### src/rtl/fir_out_quantizer.sv
// Captures FIR results on each fir_done rise and rescales them to saturated samples; ROUND_NEAREST_EN selects round-half-up over floor.
// Latency is 2 cycles from the capture edge to out_valid; a full FIFO drops new samples and sets sticky overflow.
module fir_out_quantizer #(
   parameter int IN_WIDTH  = 38,
   parameter int OUT_WIDTH = 16,
   parameter int SHIFT     = 15,
   parameter int DEPTH     = 4,
   parameter int PTR_W     = 2
) (
   input  logic                 clk,
   input  logic                 rst,
   input  logic [IN_WIDTH-1:0]  fir_in,
   input  logic                 fir_done,
   output logic [OUT_WIDTH-1:0] out_data,
   output logic                 out_sat,
   output logic                 out_valid,
   input  logic                 out_ready,
   output logic [PTR_W:0]       count,
   output logic                 overflow,
   input  logic                 clr_ovf
);

   localparam logic signed [IN_WIDTH:0] MAX_Q = (IN_WIDTH+1)'((2 ** (OUT_WIDTH-1)) - 1);
   localparam logic signed [IN_WIDTH:0] MIN_Q = -MAX_Q - (IN_WIDTH+1)'(1);
   localparam logic [PTR_W:0]           FULL_CNT = (PTR_W+1)'(DEPTH);

   logic                 done_q;
   logic                 cap_v;
   logic [IN_WIDTH-1:0]  cap_reg;
   logic signed [IN_WIDTH:0] ext;
   logic signed [IN_WIDTH:0] q;
   logic [OUT_WIDTH-1:0] q_res;
   logic                 q_sat;
   logic [OUT_WIDTH-1:0] qreg;
   logic                 qsat;
   logic                 qv;

   logic [OUT_WIDTH-1:0] mem [DEPTH];
   logic [DEPTH-1:0]     sat_mem;
   logic [PTR_W-1:0]     wr_ptr;
   logic [PTR_W-1:0]     rd_ptr;
   logic                 pop;
   logic                 full;
   logic                 accept;
   logic                 drop;

   // Capture on the rising edge of fir_done only
   always_ff @(posedge clk or posedge rst) begin
      if (rst) begin
         done_q  <= 1'b0;
         cap_v   <= 1'b0;
         cap_reg <= '0;
      end else begin
         done_q <= fir_done;
         cap_v  <= fir_done & ~done_q;
         if (fir_done & ~done_q)
            cap_reg <= fir_in;
      end
   end

   always_comb begin
      ext   = {cap_reg[IN_WIDTH-1], cap_reg};
`ifdef ROUND_NEAREST_EN
      ext   = ext + (IN_WIDTH+1)'(2 ** (SHIFT-1));
`endif
      q     = ext >>> SHIFT;
      q_res = q[OUT_WIDTH-1:0];
      q_sat = 1'b0;
      if (q > MAX_Q) begin
         q_res = {1'b0, {(OUT_WIDTH-1){1'b1}}};
         q_sat = 1'b1;
      end else if (q < MIN_Q) begin
         q_res = {1'b1, {(OUT_WIDTH-1){1'b0}}};
         q_sat = 1'b1;
      end
   end

   always_ff @(posedge clk or posedge rst) begin
      if (rst) begin
         qreg <= '0;
         qsat <= 1'b0;
         qv   <= 1'b0;
      end else begin
         qreg <= q_res;
         qsat <= q_sat;
         qv   <= cap_v;
      end
   end

   // A push into a full FIFO still lands if the head leaves in the same cycle
   assign out_valid = (count != '0);
   assign pop       = out_valid & out_ready;
   assign full      = (count == FULL_CNT);
   assign accept    = qv & (~full | pop);
   assign drop      = qv & full & ~pop;
   assign out_data  = mem[rd_ptr];
   assign out_sat   = sat_mem[rd_ptr];

   always_ff @(posedge clk or posedge rst) begin
      if (rst) begin
         for (int i = 0; i < DEPTH; i++)
            mem[i] <= '0;
         sat_mem  <= '0;
         wr_ptr   <= '0;
         rd_ptr   <= '0;
         count    <= '0;
         overflow <= 1'b0;
      end else begin
         if (accept) begin
            mem[wr_ptr]     <= qreg;
            sat_mem[wr_ptr] <= qsat;
            wr_ptr          <= wr_ptr + PTR_W'(1);
         end
         if (pop)
            rd_ptr <= rd_ptr + PTR_W'(1);
         case ({accept, pop})
            2'b10:   count <= count + (PTR_W+1)'(1);
            2'b01:   count <= count - (PTR_W+1)'(1);
            default: count <= count;
         endcase
         if (drop)
            overflow <= 1'b1;
         else if (clr_ovf)
            overflow <= 1'b0;
      end
   end

endmodule

### config.mk
export PLATFORM = sky130hd
export DESIGN_NAME = fir_out_quantizer
export DESIGN_NICKNAME = d
export VERILOG_FILES = /design/src/rtl/fir_out_quantizer.sv
export SDC_FILE = /design/constraint.sdc
export NUM_CORES = 1
export LEC_CHECK = 0
export ABC_AREA = 1
export CORE_ASPECT_RATIO = 1.25
export CORE_UTILIZATION = 50
export CTS_BUF_LIST = sky130_fd_sc_hd__clkbuf_4
export CTS_CLUSTER_SIZE = 14
export DETAILED_ROUTE_END_ITERATION = 10
export GPL_TIMING_DRIVEN = 0
export HOLD_SLACK_MARGIN = 0.08
export PLACE_DENSITY_LB_ADDON = 0.12
export SLEW_MARGIN = 30
export SYNTH_ARGS = -nofsm -noshare
export SYNTH_HDL_FRONTEND = slang
export SYNTH_SLANG_ARGS = --single-unit
### constraint.sdc
create_clock -name clk -period 4.4 [get_ports clk]
set_input_delay 1.32 -clock clk [delete_from_list [all_inputs] [get_ports clk]]
set_output_delay 1.32 -clock clk [all_outputs]
set_load 0.1 [all_outputs]
# == After elaboration in Yosys (flattened, before gate mapping) ==
# Index checks and enable logic that the tools add are counted.
# word_totals
reg_bits,134
input_bits,43
output_inout_bits,22
elab_cells,64
# classes
n_addsub,4
order_cmp,8
n_eq_ne,3
n_mux,18
bitwise,11
n_reduce_logical,5
# ops
operator,count
16-bit two-way mux,5
64-bit bitwise mux,1
16-bit binary-select mux with 2-bit select,1
16-bit demux with 2-bit select,1
23-bit by 16-bit > comparator with 1-bit output (second input constant),1
23-bit by 16-bit less-than comparator with 1-bit output (second input constant),1
3-bit greater-or-equal comparator (second input constant),2
2-bit by 3-bit less-than comparator with 1-bit output (second input constant),2
1-bit two-way mux,6
2-bit inverter with 3-bit output,2
3-bit one-hot mux with 2 select lines,1
1-bit AND,5
2-bit by 1-bit adder with 2-bit output (second input constant),2
4-bit bitwise mux,1
2-bit nonzero test,2
3-bit by 1-bit adder with 3-bit output (second input constant),1
3-bit equality test (second input constant),1
3-bit by 1-bit less-than comparator with 1-bit output (second input constant),1
1-bit inverter,3
3-bit nonzero test,1
3-bit by 1-bit subtractor with 3-bit output (second input constant),1
1-bit binary-select mux with 2-bit select,1
1-bit demux with 2-bit select,1
2-bit by 1-bit equality test with 1-bit output (second input constant),1
other kinds (4),5

# == Longest topological paths before layout ==
# Gate-level depths: netlist (run 1).
# depth
depth_word,6
ltp_mapped,12
mapped_depth_nobuf,11

# == Least setup slack after synthesis (run 1) ==
# No wires, ideal clock.
# synth_timing
path_type,register to output
startpoint,reg rd_ptr[0]
endpoint,out out_data[10]
arrival_time_ns,2.399
required_time_ns,3.080
path_slack_ns,0.681
path_stages_with_launch,6
path_buffers,2
cell_sequence,dfrtp_1 > buf_2 > inv_2 > clkbuf_1 > o21ai_0 > o22ai_1
# synth_between
elab_chain_cells,4
# synth_rtl
element,line,text
"start, declared",41,logic [PTR_W-1:0] rd_ptr;
"start signal, assigned",115,rd_ptr <= rd_ptr + PTR_W'(1);
2-bit inverter with 3-bit output (not written as such),96,assign out_data = mem[rd_ptr];
16-bit binary-select mux with 2-bit select,96,
16-bit two-way mux (not written as such) (2 in series),96,
"end, declared",14,"output logic [OUT_WIDTH-1:0] out_data,"
# No other way between the ends. The select of a mux whose other input is x is not followed.

# == Worst setup path after layout (run 1) ==
# layout_timing
startpoint,reg rd_ptr[0]
endpoint,out out_data[0]
# The elaborated chain is that of the path after synthesis.

==> results.md, run 1 <==
- Worst-Margin Slew: approximately 970 ps
- Clock-pin slew on the worst setup and hold paths: about 90 ps
- Starting Density: 51.30%
- WHS Path Cells: 0
- ANT nets after route: 0
- Root Buffer: clkbuf_4
- Initial drt markers: approximately 360
- Die span in x: roughly 95 um
- Setup Skew: between 9 and 10 ps
- First-pass GRT wire length: ~23 mm
- Clk_lat worst skew: 520 ps
- Reg2reg end: count[2]
- Final Hold Fails: 0
- Total Neg Setup Slack: 0 ps
- # hold bufs at CTS: 0
- Vias in the first global route: 4600
- R2R Path Start: count[0]
- Worst Path Arrival: 2850 ps
- Max Root-Sink Buffers: 2
- Critical path class: reg -> out
- Die H: about 120 um
- DRC errors left: 0
- Crit end category: output pin
- CP max stage cell: clkdlybuf4s50_1
- R2r setup slk: between 2000 and 2500 ps
- Post-synthesis simple-gate area fraction: a little under a third
- Synth Instances: 619
- Post-synth design cell area: 0.005419 mm^2
- Max reg flops: 64
- Max capacitance violation total: 0
- Most frequent cells in the layout: 232 x nand2_1, 119 x dfrtp_1, 68 x nand4_1, 39 x nor2_1, 36 x clkdlybuf4s50_1
- TritonRoute pass-1 iters: 5
- Wirelength per Cell: approximately 16 um
- Vias per std cell: between 5 and 6
- Hold crit path type: reg -> reg
- Hpwl dp: slightly below 10 mm
- Num rows: between 40 and 50
- Syn. warnings: 0
- Worst R2R Path Depth: 10
- CP Cell Sequence: buf_2 -> inv_2 -> buf_2 -> nor2_1 -> o22ai_1 -> clkdlybuf4s50_1
- Static leakage: about 0.0033 uW
- Hold_ws: around 350 ps
- Worst Hold Path EP: qv
- CTS tree: built
- DIE AREA: between 0.01 and 0.015 mm^2
- Post-synthesis compound-gate area fraction: 5.680%
- Slowest Stage Delay on Critical Path: between 1000 and 1500 ps
- Vias after detailed routing: 4482
- PwrDens: 846.9 mW/mm^2
- Main combinational cell family by area after synthesis: simple AND/OR/NAND/NOR gates
- Post-synthesis mux area share: 0%
- Post-synthesis xor/xnor area fraction: less than 1%
- Top fanout value on the critical path: 10
- Commonest non-fill, non-tap cell in the layout: nand2_1
- Worst slew margin: approximately a third
- Post-CTS Resized: 7
- # clock sinks: between 100 and 150
- Area of placed instances: between 0.006 and 0.007 mm^2
- Routed wire length: between 10 and 15 mm
- Fmax: between 200 and 250 MHz
- Share of layout cells above drive strength 1: roughly 14%
- RSZ-0062 raised after global routing: no
- Nets: between 700 and 800
- Synthesis-stage register bit count: between 100 and 150
- Final setup fails: 0
- Adder-cell area share of the yosys netlist: ~1.5%
- Largest net degree at the start of global routing: 30
- Max-slew violation count: 0
- Post-synth cell types: 27
- Number of buffers created by CTS: 17
- H-tree Lvls: 4
- Crit share post-route: between 90 and 100%
- GRT overflow: 0
- Core Region: between 0.01 and 0.015 mm^2
- CP Launch Type: flop
- Min Clock Period, post-route: 4175 ps
- Setup bufs post-CTS: 0
- Number of I/O port buffers: between 40 and 50
- Routability Congestion: approximately 0.85
- Worst hold start: cap_v
- Ports: 65
- Syn Nets: between 600 and 700
- CP required: just over 3000 ps
- Status: completed
- GRT Overall Usage: a little over a quarter
- Final instance area: between 0.006 and 0.007 mm^2
- Syn-to-layout area delta: 19.60%
- Sequential area share after synthesis: between 50% and 60%
- Crit-path most repeated cell: buf_2
- Max IR drop VDD: around 0.00050 V
- Initial antenna violation count: 1
- Avg Inst Size Synth: a little under 9 um^2
final cells by class:
class / instances / area (um^2)
plain buffers: 47 / 277.8
diodes: 1 / 2.502
flip-flops and latches: 119 / 2978
inverters: 16 / 63.81
well taps: 132 / 165.2
clock inverters: 11 / 156.4
repair buffers: 53 / 584.3
multi-input cells: 437 / 2103
clock buffers: 20 / 150.1
fillers: 952 / 4081
kinds of logic after synthesis:
family	Yosys count
AOI/OAI and AO/OA	56
xor gates and xnor gates	4
adders and majority gates	6
buffers and inverters	63
DFF	119
and+or+nand+nor	371
routing by layer:
layer	wire (um)	GRT usage [%]	vias to the layer above	share of wire, %
met5	0	0	-	0
met4	345	11.17	0	2.5
met3	675	6.049	35	5.0
met2	6897	43.35	151	51
met1	5680	34.14	2108	42
li1	-	-	2188	-
worst max-delay path by stage:
stage          startpoint      endpoint  depth (start not counted)
3_3_place_gp    rd_ptr[1]   out_data[9]                          5
4_1_cts         rd_ptr[1]  out_data[11]                          5
6_report        rd_ptr[0]   out_data[0]                          6
2_1_floorplan   rd_ptr[0]  out_data[10]                          5
3_5_place_dp    rd_ptr[0]  out_data[10]                          6
5_1_grt         rd_ptr[1]  out_data[10]                          5
per-stage QoR:
step / total power, uW / utilization [%] / cells / worst slack [ps]
after floorplan: 3950 / - / 619 / 681.0
after global placement: 4636 / 57.55 / 800 / 503.0
after detailed placement: 4699 / 58.37 / 804 / 496.7
after CTS: 5514 / 61.19 / 835 / 2.818
after global routing: 5803 / 61.36 / 836 / 38.71
final: 5489 / 61.36 / 836 / 225.2
critical path, delay by kind of cell, from the launching register on:
family,cells,cell delay (ps)
AOI/OAI and AO/OA,1,190
buffers and inverters,4,1710
DFF,1,370
and+or+nand+nor,1,60
Yosys cell counts:
library cell / instances / area, um^2
o21ai_0: 35 / 175.2
o21ai_1: 3 / 15.01
dfrtp_1: 119 / 2978
o22ai_1: 17 / 106.4
nand3_2: 2 / 20.02
nor2_4: 1 / 11.26
buf_4: 5 / 37.54
xor2_1: 2 / 17.52
ha_1: 5 / 62.56
fa_1: 1 / 20.02
buf_1: 2 / 7.510
nand2_2: 20 / 125.1
inv_1: 14 / 52.55
nand2_1: 232 / 870.8
inv_2: 2 / 7.510
nor2_2: 1 / 6.260
xnor2_1: 2 / 17.52
nand4_1: 68 / 425.4
or2_1: 1 / 6.260
nand2_4: 1 / 11.26
clkbuf_1: 10 / 37.54
buf_2: 27 / 135.1
nor2_1: 39 / 146.4
buf_12: 3 / 60.06
o21bai_2: 1 / 11.26
nand3_1: 4 / 20.02
nand3_4: 2 / 35.03
power breakdown:
part / internal, uW / switching, uW
logic: 717 / 2180
clock network: 460 / 388
registers: 1480 / 262
(Power assumes the default switching activity.)
==> run 2: changes to the inputs <==
--- a/config.mk
+++ b/config.mk
@@ -9,12 +9,12 @@
 export CORE_ASPECT_RATIO = 1.25
 export CORE_UTILIZATION = 50
 export CTS_BUF_LIST = sky130_fd_sc_hd__clkbuf_4
+export CTS_CLUSTER_DIAMETER = 50
 export CTS_CLUSTER_SIZE = 14
 export DETAILED_ROUTE_END_ITERATION = 10
 export GPL_TIMING_DRIVEN = 0
 export HOLD_SLACK_MARGIN = 0.08
 export PLACE_DENSITY_LB_ADDON = 0.12
-export SLEW_MARGIN = 30
 export SYNTH_ARGS = -nofsm -noshare
 export SYNTH_HDL_FRONTEND = slang
 export SYNTH_SLANG_ARGS = --single-unit
==> results.md, run 2 (same netlist as run 1, synthesis figures left out) <==
- Status: completed (unchanged)
- R2R Path Start: count[0] (unchanged)
- Wirelength per Cell: 16.25 um (was 16.27 um)
- Multi-input logic area: 0.002103 mm^2 (unchanged)
- Share of layout cells above drive strength 1: 14.37% (was 14.22%)
- WP buf/inv: 4 (unchanged)
- Most frequent cells in the layout: 232 x nand2_1, 119 x dfrtp_1, 68 x nand4_1, 39 x nor2_1, 36 x clkdlybuf4s50_1 (unchanged)
- Worst-Margin Slew: 973.9 ps (was 972.9 ps)
- Min Clock Period, post-route: 4214 ps (was 4175 ps)
- Vias per std cell: 5.376 (was 5.361)
- Top fanout value on the critical path: 10 (unchanged)
- DRC errors left: 0 (unchanged)
- Crit share post-route: 95.77% (was 94.88%)
- Syn-to-layout area delta: 18.91% (was 19.60%)
- # clock sinks: 119 (unchanged)
- Vias after detailed routing: 4489 (was 4482)
- PwrDens: 850.8 mW/mm^2 (was 846.9 mW/mm^2)
- GRT met2 Usage: 41.34% (was 43.35%)
- Ports: 65 (unchanged)
- Post-Place Setup Slack: 489.0 ps (was 496.7 ps)
- Vias in the first global route: 4537 (was 4600)
- DIE AREA: 0.01126 mm^2 (unchanged)
- Max IR drop VDD: 0.0004923 V (was 0.0005042 V)
- Clk_lat worst skew: 540 ps (was 520 ps)
- Initial antenna violation count: 0 (was 1)
- Static leakage: 0.003215 uW (was 0.003265 uW)
- GRT Overall Usage: 26.19% (was 26.79%)
- Slack of the critical path: 186.2 ps (was 225.2 ps)
- CP startpoint: rd_ptr[0] (unchanged)
- Setup bufs post-CTS: 0 (unchanged)
- Number of I/O port buffers: 49 (unchanged)
- Worst Path Arrival: 2890 ps (was 2850 ps)
- Routed wire length: 13.57 mm (was 13.60 mm)
- Reg2reg end: count[2] (unchanged)
- Critical path class: reg -> out (unchanged)
- Setup Skew: 14.88 ps (was 9.674 ps)
- Hold crit path type: reg -> reg (unchanged)
- GRT met1 Usage: 32.97% (was 34.14%)
- Die H: 118.4 um (unchanged)
- Stages on the worst setup path: 6 (unchanged)
- Routability Congestion: 0.8498 (unchanged)
- Post-CTS Resized: 12 (was 7)
- Die span in x: 95.12 um (unchanged)
- R2r setup slk: 2370 ps (was 2360 ps)
- WHS Path Cells: 0 (unchanged)
- GRT overflow: 0 (unchanged)
- Num rows: 42 (unchanged)
- Crit-path most repeated cell: buf_2 (unchanged)
- RSZ-0062 raised after global routing: no (unchanged)
- Fmax: 237.3 MHz (was 239.5 MHz)
- CTS tree: built (unchanged)
- Worst setup path end: out_data[0] (unchanged)
- Final antenna diode count: 0 (was 1)
- CP Launch Type: flop (unchanged)
- Max reg flops: 64 (unchanged)
- FF+latch area: 0.002978 mm^2 (unchanged)
- Slowest Stage Delay on Critical Path: 1160 ps (about the same)
- Total Neg Setup Slack: 0 ps (unchanged)
- Core Region: 0.01056 mm^2 (unchanged)
- Hpwl dp: 9.683 mm (was 9.747 mm)
- CP max stage cell: clkdlybuf4s50_1 (unchanged)
- Crit end category: output pin (unchanged)
- Initial drt markers: 372 (was 355)
- CP delay by family, top: buffers and inverters (unchanged)
- Worst slew margin: 34.87% (was 34.94%)
- Nets: 739 (was 740)
- Max capacitance violation total: 0 (unchanged)
- Largest net degree at the start of global routing: 39 (was 30)
- Number of buffers created by CTS: 17 (unchanged)
- Starting Density: 51.30% (unchanged)
- Commonest non-fill, non-tap cell in the layout: nand2_1 (unchanged)
- Clock-pin slew on the worst setup and hold paths: 100 ps (was 90 ps)
- Busiest layer in global routing: met2 (unchanged)
- Max Root-Sink Buffers: 2 (unchanged)
- Fillcell total: 976 (was 952)
- Max-slew violation count: 0 (unchanged)
- CP Cell Sequence: buf_2 -> inv_2 -> buf_2 -> nor2_1 -> o22ai_1 -> clkdlybuf4s50_1 (unchanged)
- TritonRoute pass-1 iters: 5 (unchanged)
- ANT nets after route: 0 (unchanged)
- Final setup fails: 0 (unchanged)
- H-tree Lvls: 4 (unchanged)
- Worst R2R Path Depth: 10 (unchanged)
- Final Hold Fails: 0 (unchanged)
- Met3 usage: 6.821% (was 6.049%)
- First-pass GRT wire length: 22.15 mm (was 22.71 mm)
- Root Buffer: clkbuf_4 (unchanged)
- # hold bufs at CTS: 0 (unchanged)
- CP required: 3080 ps (about the same)
-- run 2: worst min-delay path by stage --
| stage | from | end |
|---|---|---|
| final | cap_v | qv |
| after global routing | cap_v | qv |
| after CTS | cap_v | qv |
| after detailed placement | cap_v | qv |
| after global placement | cap_v | qv |
| after floorplan | cap_v | qv |
-- run 2: cell type report --
class | count | share of cell area, %
Sequential cell | 119 | 46.21
Multi-Input combinational cell | 437 | 32.64
Timing Repair Buffer | 52 | 8.350
Buffer | 47 | 4.311
Clock buffer | 22 | 2.563
Tap cell | 132 | 2.563
Clock inverter | 10 | 2.369
Inverter | 16 | 0.9903
-- run 2: where the power goes --
group	internal (uW)	total, uW	switching, uW
sequential	1480	1740	257
clock	478	874	396
combinational	687	2870	2190
total	2640	5480	2840
-- run 2: through the flow --
step / hold slack (ps) / util, % / power [uW] / std cells / area, um^2
after global placement: 338.2 / 57.55 / 4636 / 800 / 6078
after detailed placement: 334.7 / 58.11 / 4698 / 803 / 6138
final: 354.2 / 61.00 / 5482 / 835 / 6444
after floorplan: 331.2 / - / 3950 / 619 / 5423
after global routing: 372.3 / 61.00 / 5788 / 835 / 6444
after CTS: 356.7 / 60.98 / 5501 / 835 / 6441
-- run 2: per-layer routing --
metal	wire length [um]	vias up	part of all wire [%]
met5	0	-	0
met4	473	0	3.5
met3	752	38	5.5
met2	6709	149	49
met1	5631	2110	42
li1	-	2192	-
